===== src/rtl/pci_pkg.sv =====
// pci_pkg: shared definitions for the PCI bus master.
//   - pci_state_e : bus-master FSM states
//   - CMD_*       : C/BE# command codes driven in the address phase
//   - RW_*        : request direction codes on the RW input
//   - STAT_*      : completion status codes reported with Done
//   - DEVSEL_TIMEOUT_DEF : default master-abort timeout in data-phase clocks
//   - req_valid() : qualifies a start request (direction and length)
package pci_pkg;

    typedef enum logic [2:0] {
        ST_IDLE     = 3'd0,
        ST_ADDR     = 3'd1,
        ST_DATA     = 3'd2,
        ST_STOPWAIT = 3'd3,
        ST_TURN     = 3'd4
    } pci_state_e;

    localparam logic [3:0] CMD_MEM_READ  = 4'b0110;
    localparam logic [3:0] CMD_MEM_WRITE = 4'b0111;
    localparam logic [3:0] CBE_IDLE      = 4'b1111;
    localparam logic [3:0] CBE_ALL_BYTES = 4'b0000;

    localparam logic [1:0] RW_READ  = 2'd1;
    localparam logic [1:0] RW_WRITE = 2'd2;

    localparam logic [1:0] STAT_OK           = 2'd0;
    localparam logic [1:0] STAT_DISCONNECT   = 2'd1;
    localparam logic [1:0] STAT_MASTER_ABORT = 2'd2;
    localparam logic [1:0] STAT_TARGET_ABORT = 2'd3;

    localparam int DEVSEL_TIMEOUT_DEF = 4;

    // A request starts a burst only for a read/write direction and a length of 1..max_len.
    function automatic logic req_valid(input logic [1:0] rw, input logic [3:0] len,
                                       input int max_len);
        return ((rw == RW_READ) || (rw == RW_WRITE)) && (len != 4'd0) &&
               (int'(len) <= max_len);
    endfunction

endpackage


===== src/rtl/pci_master.sv =====
// pci_master: single-channel PCI burst master (memory read / memory write).
// Ports:
//   clk, rst_n                 clock, synchronous active-low reset
//   Req, RW, Addr, Len         burst request (sampled in IDLE only)
//   WrData / WrPop             write-word source and its pop strobe
//   RdData / RdValid           last read word and its one-cycle valid pulse
//   Busy, Done, Status, Count  transaction progress and completion report
//   Frame, Iready, CBE         active-low FRAME#, IRDY#, C/BE#
//   AD_out, AD_oe, AD_in       multiplexed address/data bus
//   Devsel, Tready, Stop       active-low target responses DEVSEL#, TRDY#, STOP#
module pci_master
    import pci_pkg::*;
#(
    parameter int MAX_LEN        = 8,
    parameter int DEVSEL_TIMEOUT = DEVSEL_TIMEOUT_DEF
) (
    input  logic        clk,
    input  logic        rst_n,
    input  logic        Req,
    input  logic [1:0]  RW,
    input  logic [31:0] Addr,
    input  logic [3:0]  Len,
    input  logic [31:0] WrData,
    output logic        WrPop,
    output logic [31:0] RdData,
    output logic        RdValid,
    output logic        Busy,
    output logic        Done,
    output logic [1:0]  Status,
    output logic [3:0]  Count,
    output logic        Frame,
    output logic        Iready,
    output logic [3:0]  CBE,
    output logic [31:0] AD_out,
    output logic        AD_oe,
    input  logic        Devsel,
    input  logic        Tready,
    input  logic        Stop,
    input  logic [31:0] AD_in
);

    localparam logic [7:0] DEVSEL_LAST = 8'(DEVSEL_TIMEOUT - 1);

    pci_state_e  r_state;
    pci_state_e  w_state_nxt;
    logic [31:0] r_addr;
    logic        r_write;
    logic [3:0]  r_len;
    logic [3:0]  r_rem;
    logic [3:0]  w_rem_nxt;
    logic [3:0]  r_count;
    logic [3:0]  w_count_nxt;
    logic [3:0]  w_count_inc;
    logic [7:0]  r_dcnt;
    logic [7:0]  w_dcnt_nxt;
    logic        r_seen;
    logic        w_seen_nxt;
    logic [1:0]  r_status;
    logic [1:0]  w_status_nxt;
    logic [31:0] r_rddata;
    logic        r_rdvalid;
    logic        w_start;
    logic        w_xfer;

    assign w_start = (r_state == ST_IDLE) && Req && req_valid(RW, Len, MAX_LEN);
    // IRDY# is always asserted in DATA, so a word moves whenever the target is selected and ready.
    assign w_xfer      = (r_state == ST_DATA) && !Devsel && !Tready;
    assign w_count_inc = r_count + {3'b000, w_xfer};

    // Next-state and counter update logic.
    always_comb begin
        w_state_nxt  = r_state;
        w_rem_nxt    = r_rem;
        w_count_nxt  = r_count;
        w_dcnt_nxt   = r_dcnt;
        w_seen_nxt   = r_seen;
        w_status_nxt = r_status;
        case (r_state)
            ST_IDLE: begin
                if (w_start) begin
                    w_state_nxt  = ST_ADDR;
                    w_rem_nxt    = Len;
                    w_count_nxt  = 4'd0;
                    w_dcnt_nxt   = 8'd0;
                    w_seen_nxt   = 1'b0;
                    w_status_nxt = STAT_OK;
                end else begin
                    w_state_nxt = ST_IDLE;
                end
            end
            ST_ADDR: begin
                w_state_nxt = ST_DATA;
            end
            ST_DATA: begin
                if (!Devsel) begin
                    w_seen_nxt = 1'b1;
                    w_dcnt_nxt = 8'd0;
                end else begin
                    w_seen_nxt = r_seen;
                end
                if (w_xfer) begin
                    w_count_nxt = w_count_inc;
                    w_rem_nxt   = r_rem - 4'd1;
                end else begin
                    w_count_nxt = r_count;
                end
                if (!Stop && !Devsel) begin
                    // Disconnect: a word moving on this edge still counts toward Count.
                    w_state_nxt  = ST_STOPWAIT;
                    w_status_nxt = (w_count_inc == r_len) ? STAT_OK : STAT_DISCONNECT;
                end else if (!Stop && Devsel && r_seen) begin
                    w_state_nxt  = ST_STOPWAIT;
                    w_status_nxt = STAT_TARGET_ABORT;
                end else if (w_xfer && (r_rem == 4'd1)) begin
                    w_state_nxt  = ST_TURN;
                    w_status_nxt = STAT_OK;
                end else if (Devsel && !r_seen) begin
                    // No target has claimed the cycle yet: run the master-abort timer.
                    if (r_dcnt == DEVSEL_LAST) begin
                        w_state_nxt  = ST_TURN;
                        w_status_nxt = STAT_MASTER_ABORT;
                        w_count_nxt  = 4'd0;
                    end else begin
                        w_dcnt_nxt = r_dcnt + 8'd1;
                    end
                end else begin
                    w_state_nxt = ST_DATA;
                end
            end
            ST_STOPWAIT: begin
                if (Stop) begin
                    w_state_nxt = ST_TURN;
                end else begin
                    w_state_nxt = ST_STOPWAIT;
                end
            end
            ST_TURN: begin
                w_state_nxt = ST_IDLE;
            end
            default: begin
                w_state_nxt = ST_IDLE;
            end
        endcase
    end

    // State, counters, latched request and read-data registers.
    always_ff @(posedge clk) begin
        if (!rst_n) begin
            r_state   <= ST_IDLE;
            r_addr    <= 32'd0;
            r_write   <= 1'b0;
            r_len     <= 4'd0;
            r_rem     <= 4'd0;
            r_count   <= 4'd0;
            r_dcnt    <= 8'd0;
            r_seen    <= 1'b0;
            r_status  <= STAT_OK;
            r_rddata  <= 32'd0;
            r_rdvalid <= 1'b0;
        end else begin
            r_state   <= w_state_nxt;
            r_rem     <= w_rem_nxt;
            r_count   <= w_count_nxt;
            r_dcnt    <= w_dcnt_nxt;
            r_seen    <= w_seen_nxt;
            r_status  <= w_status_nxt;
            r_rdvalid <= w_xfer && !r_write;
            if (w_start) begin
                r_addr  <= Addr;
                r_write <= (RW == RW_WRITE);
                r_len   <= Len;
            end
            if (w_xfer && !r_write) begin
                r_rddata <= AD_in;
            end
        end
    end

    // Bus and handshake outputs decoded from the current state.
    always_comb begin
        Frame  = 1'b1;
        Iready = 1'b1;
        CBE    = CBE_IDLE;
        AD_out = 32'd0;
        AD_oe  = 1'b0;
        WrPop  = 1'b0;
        Done   = 1'b0;
        case (r_state)
            ST_IDLE: begin
                Frame = 1'b1;
            end
            ST_ADDR: begin
                Frame  = 1'b0;
                AD_out = r_addr;
                AD_oe  = 1'b1;
                CBE    = r_write ? CMD_MEM_WRITE : CMD_MEM_READ;
            end
            ST_DATA: begin
                // FRAME# is released while the last word is outstanding.
                Frame  = (r_rem == 4'd1);
                Iready = 1'b0;
                CBE    = CBE_ALL_BYTES;
                if (r_write) begin
                    AD_oe  = 1'b1;
                    AD_out = WrData;
                    WrPop  = w_xfer;
                end else begin
                    AD_oe = 1'b0;
                end
            end
            ST_STOPWAIT: begin
                Iready = 1'b0;
                CBE    = CBE_ALL_BYTES;
                if (r_write) begin
                    AD_oe  = 1'b1;
                    AD_out = WrData;
                end else begin
                    AD_oe = 1'b0;
                end
            end
            ST_TURN: begin
                Done = 1'b1;
            end
            default: begin
                Frame = 1'b1;
            end
        endcase
    end

    assign Busy    = (r_state != ST_IDLE);
    assign Status  = r_status;
    assign Count   = r_count;
    assign RdData  = r_rddata;
    assign RdValid = r_rdvalid;

endmodule


===== config.mk =====
export PLATFORM = sky130hd
export DESIGN_NAME = pci_master
export DESIGN_NICKNAME = d
export VERILOG_FILES = /design/src/rtl/pci_pkg.sv /design/src/rtl/pci_master.sv
export SDC_FILE = /design/constraint.sdc
export NUM_CORES = 1
export LEC_CHECK = 0
export ABC_CLOCK_PERIOD_IN_PS = 5300
export BUFFER_PORTS_ARGS = -buffer_cell sky130_fd_sc_hd__buf_4
export CORE_UTILIZATION = 51
export DETAILED_ROUTE_END_ITERATION = 8
export GPL_TIMING_DRIVEN = 0
export PLACE_DENSITY = 0.84
export SLEW_MARGIN = 20
export SYNTH_ARGS = -nofsm -noshare
export SYNTH_HDL_FRONTEND = slang
export SYNTH_SLANG_ARGS = --single-unit

===== constraint.sdc =====
create_clock -name clk -period 5.3 [get_ports clk]
set_input_delay 0 -clock clk [delete_from_list [all_inputs] [get_ports clk]]
set_output_delay 0 -clock clk [all_outputs]
set_load 0.01 [all_outputs]

After elaboration in Yosys (flattened, before gate mapping)
Cells that the tools add are included.
{ "classes": {"eq_ne": 15, "n_reduce_logical": 27, "n_addsub": 3, "n_lt_le_gt_ge": 1, "muxes": 49} }
{ "op_table": {"columns": ["cell", "count"], "rows": [
  ["32-bit one-hot mux with 2 select lines", 1],
  ["8-bit 2-to-1 mux", 7],
  ["4-bit 2-to-1 mux", 9],
  ["32-bit 2-to-1 mux", 1],
  ["4-bit one-hot mux with 2 select lines", 3],
  ["3-bit 2-to-1 mux", 6],
  ["8-bit one-hot mux with 2 select lines", 1],
  ["1-bit logical AND", 12],
  ["2-bit 2-to-1 mux", 6],
  ["3-bit one-hot mux with 4 select lines", 1],
  ["1-bit 2-to-1 mux", 10],
  ["5-bit by 1-bit != test with 1-bit output, second input constant", 2],
  ["8-bit by 1-bit adder with 8-bit output, second input constant", 1],
  ["8-bit by 2-bit == test with 1-bit output, second input constant", 1],
  ["3-bit by 2-bit == test with 1-bit output, second input constant", 2],
  ["2-bit != test, second input constant", 3],
  ["6-bit by 5-bit != test with 1-bit output, second input constant", 1],
  ["1-bit one-hot mux with 2 select lines", 3],
  ["3-bit AND reduction", 2],
  ["1-bit zero test", 5],
  ["4-bit by 1-bit adder with 4-bit output", 1],
  ["4-bit by 1-bit == test with 1-bit output, second input constant", 1],
  ["4-bit == test", 1],
  ["4-bit less-or-equal comparator, second input constant", 1],
  ["other kinds (14)", 14]
]} }
{ "totals": {"elab_cells": 106, "reg_bits": 92} }

Depth between registers and ports, before layout
{ "logic_depth": {"depth_word": 11, "depth_mapped": 10, "mapped_depth_nobuf": 9} }

Least setup slack after synthesis
No wires, ideal clock.
{ "synth_path": {"path_type": "register to register", "from": "reg r_state[2]", "to": "reg r_status[0] (netlist: Status[0])", "arrival_time_ns": 2.120, "setup_ns": 0.117, "period_less_slack_ns": 2.238, "setup_slack_ns": 3.062, "path_stages_with_launch": 11, "n_path_buf": 1, "cell_sequence": "dfxtp_1 > buf_2 > nor3b_2 > nand2_1 > inv_2 > ha_1 > ha_1 > xor2_1 > nor3_1 > o211ai_1 > a32o_1"} }
{ "synth_via": {"elab_chain_cells": 8, "word_cells_on_any_way": 19, "classes_between": "add/sub: 1; eq/ne: 5; mux: 5; reduce/logical: 8"} }
{ "synth_lines": {"columns": ["item", "line_no", "source"], "rows": [
  ["start, declared", "pci_master.sv:44", "pci_state_e r_state;"],
  ["start signal, assigned", "pci_master.sv:161", "r_state <= w_state_nxt;"],
  ["3-bit by 2-bit == test with 1-bit output", "pci_master.sv:67, pci_master.sv:78", null],
  ["1-bit logical AND (2 in a row)", "pci_master.sv:67", "assign w_xfer = (r_state == ST_DATA) && !Devsel && !Tready;"],
  ["4-bit by 1-bit adder with 4-bit output or 1-bit logical AND (tied branches)", "pci_master.sv:68, pci_master.sv:114", null],
  ["4-bit == test or 2-bit 2-to-1 mux (tied branches)", "pci_master.sv:110, pci_master.sv:114", null],
  ["1-bit 2-to-1 mux or 2-bit 2-to-1 mux (tied branches)", "pci_master.sv:110, pci_master.sv:111", null],
  ["2-bit 2-to-1 mux", "pci_master.sv:107", "if (!Stop && !Devsel) begin"],
  ["2-bit one-hot mux with 2 select lines", "pci_master.sv:78", "case (r_state)"],
  ["end signal, assigned", "pci_master.sv:166", "r_status <= w_status_nxt;"],
  ["end, declared", "pci_master.sv:58", "logic [1:0] r_status;"]
]} }
Parallel ways exist; a longest one is shown, timed or not.
A chain may end at the register's enable or synchronous reset.

Worst setup path in the final report
{ "layout_path": {"from": "reg r_state[1]", "to": "reg r_status[0] (netlist: Status[0])"} }
Same word-level chain as after synthesis.

==> flow_metrics.env <==
export IMPL_crit_chain="buf_6, nor3b_2, nand2_1, inv_2, ha_1, ha_1, xor2_1, nor3_1, o211ai_1, a32o_1"
export IMPL_grt_use_met2_pct=69.7
export IMPL_diodes=0
export IMPL_crit_buf_inv=2
export IMPL_wirelength_mm=17.6
export IMPL_synth_cell_types=57
export IMPL_synth_flop_cell="dfxtp_1"
export IMPL_synth_top_family_by_area="compound AO/OA/AOI/OAI gates"
export IMPL_cellPowerDensity_nw_per_um2=231
export IMPL_crit_top_cell="ha_1"
export IMPL_drc=0
export IMPL_worstHoldPathType="input pin to flop"
export IMPL_fin_tns_setup_ns=0
export IMPL_worst_clock_skew_ns=0.0190
export IMPL_grt_pass1_wl_mm=27.3
export IMPL_core_area_um2=7890
export IMPL_status="complete, no violations"
export IMPL_cp_arrival_ns=2.94
export IMPL_synth_seq_cells=92
export IMPL_grtUsageMet3_pct=9.59
export IMPL_die_w_um=93.4
export IMPL_clock_path_buffers=2
export IMPL_cts_hold_buf=68
export IMPL_final_cells=908
export IMPL_startpoint_type="flop"
export IMPL_portBuffers=188
export IMPL_nets=915
export IMPL_firstDrtPassIters=6
export IMPL_place_gp_congestion=0.910
export IMPL_cts_clk_slew_worst_paths_ns=0.09
export IMPL_timing_hold_ws_ns=0.00531
export IMPL_syn2layout_area_growth_pct=57.4
export IMPL_synthAdderAreaFrac_pct=1.76
export IMPL_p_leak_nw=2.83
export IMPL_slowest_stage="dfxtp_1"
export IMPL_use_met1_pct=45.4
export IMPL_fillerInstances=439
export IMPL_busiest_layer="met2"
export IMPL_grt_overflow=0
export IMPL_die_area_um2=8730
export IMPL_finalHoldViolations=0
export IMPL_max_stage_delay_ns=0.36
export IMPL_cts_inserted_buffers=9
export IMPL_cts_setup_buffers=0
export IMPL_synthSimpleGateAreaFrac_pct=23.6
export IMPL_syn_cell_area_um2=4260
export IMPL_critPathKind="flop to flop"
export IMPL_cts_sinks=92
export IMPL_antenna_found_initial=0
export IMPL_ctsResizeCount=0
export IMPL_synth_edff_count=0
export IMPL_maxClockFrequency_mhz=374
export IMPL_drive_above_1_share_pct=29.4
export IMPL_synth_fp_nets=648
export IMPL_worst_pin_slew_ns=0.853
export IMPL_fin_crit_sh_pct=50.4
export IMPL_dr_total_vias=5458
export IMPL_num_io_pins=189
export IMPL_vdd_drop_max_mv=0.183
export IMPL_cp_top_family="simple AND/OR/NAND/NOR gates"
export IMPL_cp_max_fo=10
export IMPL_rsz0062_at_grt="no"
export IMPL_drt_vias_per_instance=6.01
export IMPL_die_h_um=93.4
export IMPL_initial_core_util_pct=54.1
export IMPL_cts_root_buf="clkbuf_8"
export IMPL_htree_levels=3
export IMPL_dp_hpwl_mm=10.3
export IMPL_wl_per_cell_um=19.4
export IMPL_grt_max_degree=15
export IMPL_crit_required_ns=5.57
export IMPL_relSlewSlack_pct=43.0
export IMPL_synth_compound_area_share_pct=24.6
export IMPL_muxShareOfSynthArea_pct=0
export IMPL_grtUsageTotal_pct=41.0
export IMPL_syn_inst=534
export IMPL_drv_slew=0
export IMPL_yosysWarnings=0
export IMPL_grt_pass1_vias=5453
export IMPL_clk_latency_ns=0.38
export IMPL_synth_xor_area_share_pct=1.58
export IMPL_avgSynthCellArea_um2=7.99
export IMPL_setup_viol=0
export IMPL_async_flop_share_pct=0
export IMPL_placed_cells_incl_taps=824
export IMPL_fin_crit_ns=2.67
export IMPL_cts_tree="built"
export IMPL_drt_iter0_drc=425
export IMPL_utilization_pct=85.1
export IMPL_endpoint_kind="flop"
export IMPL_num_rows=32
export IMPL_cap_violations=0
export IMPL_ant_nets=0
export IMPL_seq_area_frac_synth_pct=43.2
[worst register-to-register path: stages, from the launching register on]
cell and delay, ns:
dfxtp_1 0.36, buf_6 0.15, nor3b_2 0.37, nand2_1 0.33, inv_2 0.22, ha_1 0.20
ha_1 0.26, xor2_1 0.15, nor3_1 0.17, o211ai_1 0.11, a32o_1 0.27
[placed cells by master (no fill, tap or decap), types with 4 or more instances in the layout]
| cell type | count |
|---|---|
| buf_4 | 190 |
| nand2_1 | 148 |
| dfxtp_1 | 92 |
| a21oi_1 | 83 |
| dlygate4sd3_1 | 68 |
| a22o_1 | 33 |
| clkbuf_1 | 26 |
| nor2_1 | 16 |
| buf_2 | 11 |
| nand3_1 | 11 |
| clkbuf_8 | 11 |
| nor3_1 | 8 |
| nor3b_1 | 6 |
| o21ai_0 | 6 |
| a31oi_1 | 6 |
| ha_1 | 6 |
| inv_1 | 5 |
| nand2b_1 | 4 |
| or2_2 | 4 |
| and3_1 | 4 |
| nand4_1 | 4 |
[cell families after synthesis]
logic type,after synthesis
AOI/OAI and AO/OA,161
xor gates and xnor gates,6
buffers and inverters,48
adders and majority gates,6
and+or+nand+nor,221
DFF,92
[synthesized netlist by cell type (5+ instances only)]
library cell  instances  area, um2
a31oi_1               6       37.5
nor2_1               16       60.1
inv_1                 5       18.8
ha_1                  6       75.1
clkbuf_1             24       90.1
nand2_1             148        556
a22o_1               33        289
o21ai_0               6       30.0
buf_2                11       55.1
a21oi_1              83        415
dfxtp_1              92       1840
nor3b_1               6       45.0
nor3_1                8       40.0
nand3_1              11       55.1
[power breakdown]
group	switching (W)	internal, W
Sequential	0.0000147	0.000710
Clock	0.000265	0.000294
Combinational	0.000128	0.000138
Total	0.000407	0.00114
[worst paths after layout]
path,start,endpoint,slack [ns],depth (start not counted)
min reg2reg,r_addr[22],r_addr[22],0.47,2
max reg2reg,r_state[1],Status[0],2.63,10
max,r_state[1],Status[0],2.63,10
min,Stop,r_state[2],0.005,3
[cell type report]
class                      count  area (um2)  area share [%]
buffer                        40         194            2.89
multi-input combinational    394        2200            32.8
inverter                       8        30.0           0.447
clock inverter                 3        68.8            1.03
clock buffer                  13         159            2.37
sequential                    92        1840            27.4
timing repair buffer         256        2090            31.2
tap                          102         128            1.90
[state kept, by name, indices dropped and copies added (netlist names)]
name	count
Count	4
r_state	3
r_rem	4
r_addr	32
r_len	4
r_dcnt	8
r_seen	1
RdData	32
Status	2
r_write	1
RdValid	1
[stage by stage]
stage               power (W)  area [um2]  setup slack [ns]
floorplan            0.000837        4260              3.06
global placement     0.000943        5800              2.73
detailed placement   0.000949        5800              2.71
CTS                   0.00152        6710              2.70
global route          0.00159        6710              2.48
finish                0.00155        6710              2.63
[metal layers]
layer	routed length, um	up-vias
met3	1790	122
met1	6230	2508
li1	-	2410
met5	0	-
met4	1190	0
met2	8410	418
No activity file was read; power rests on OpenSTA's default activity.
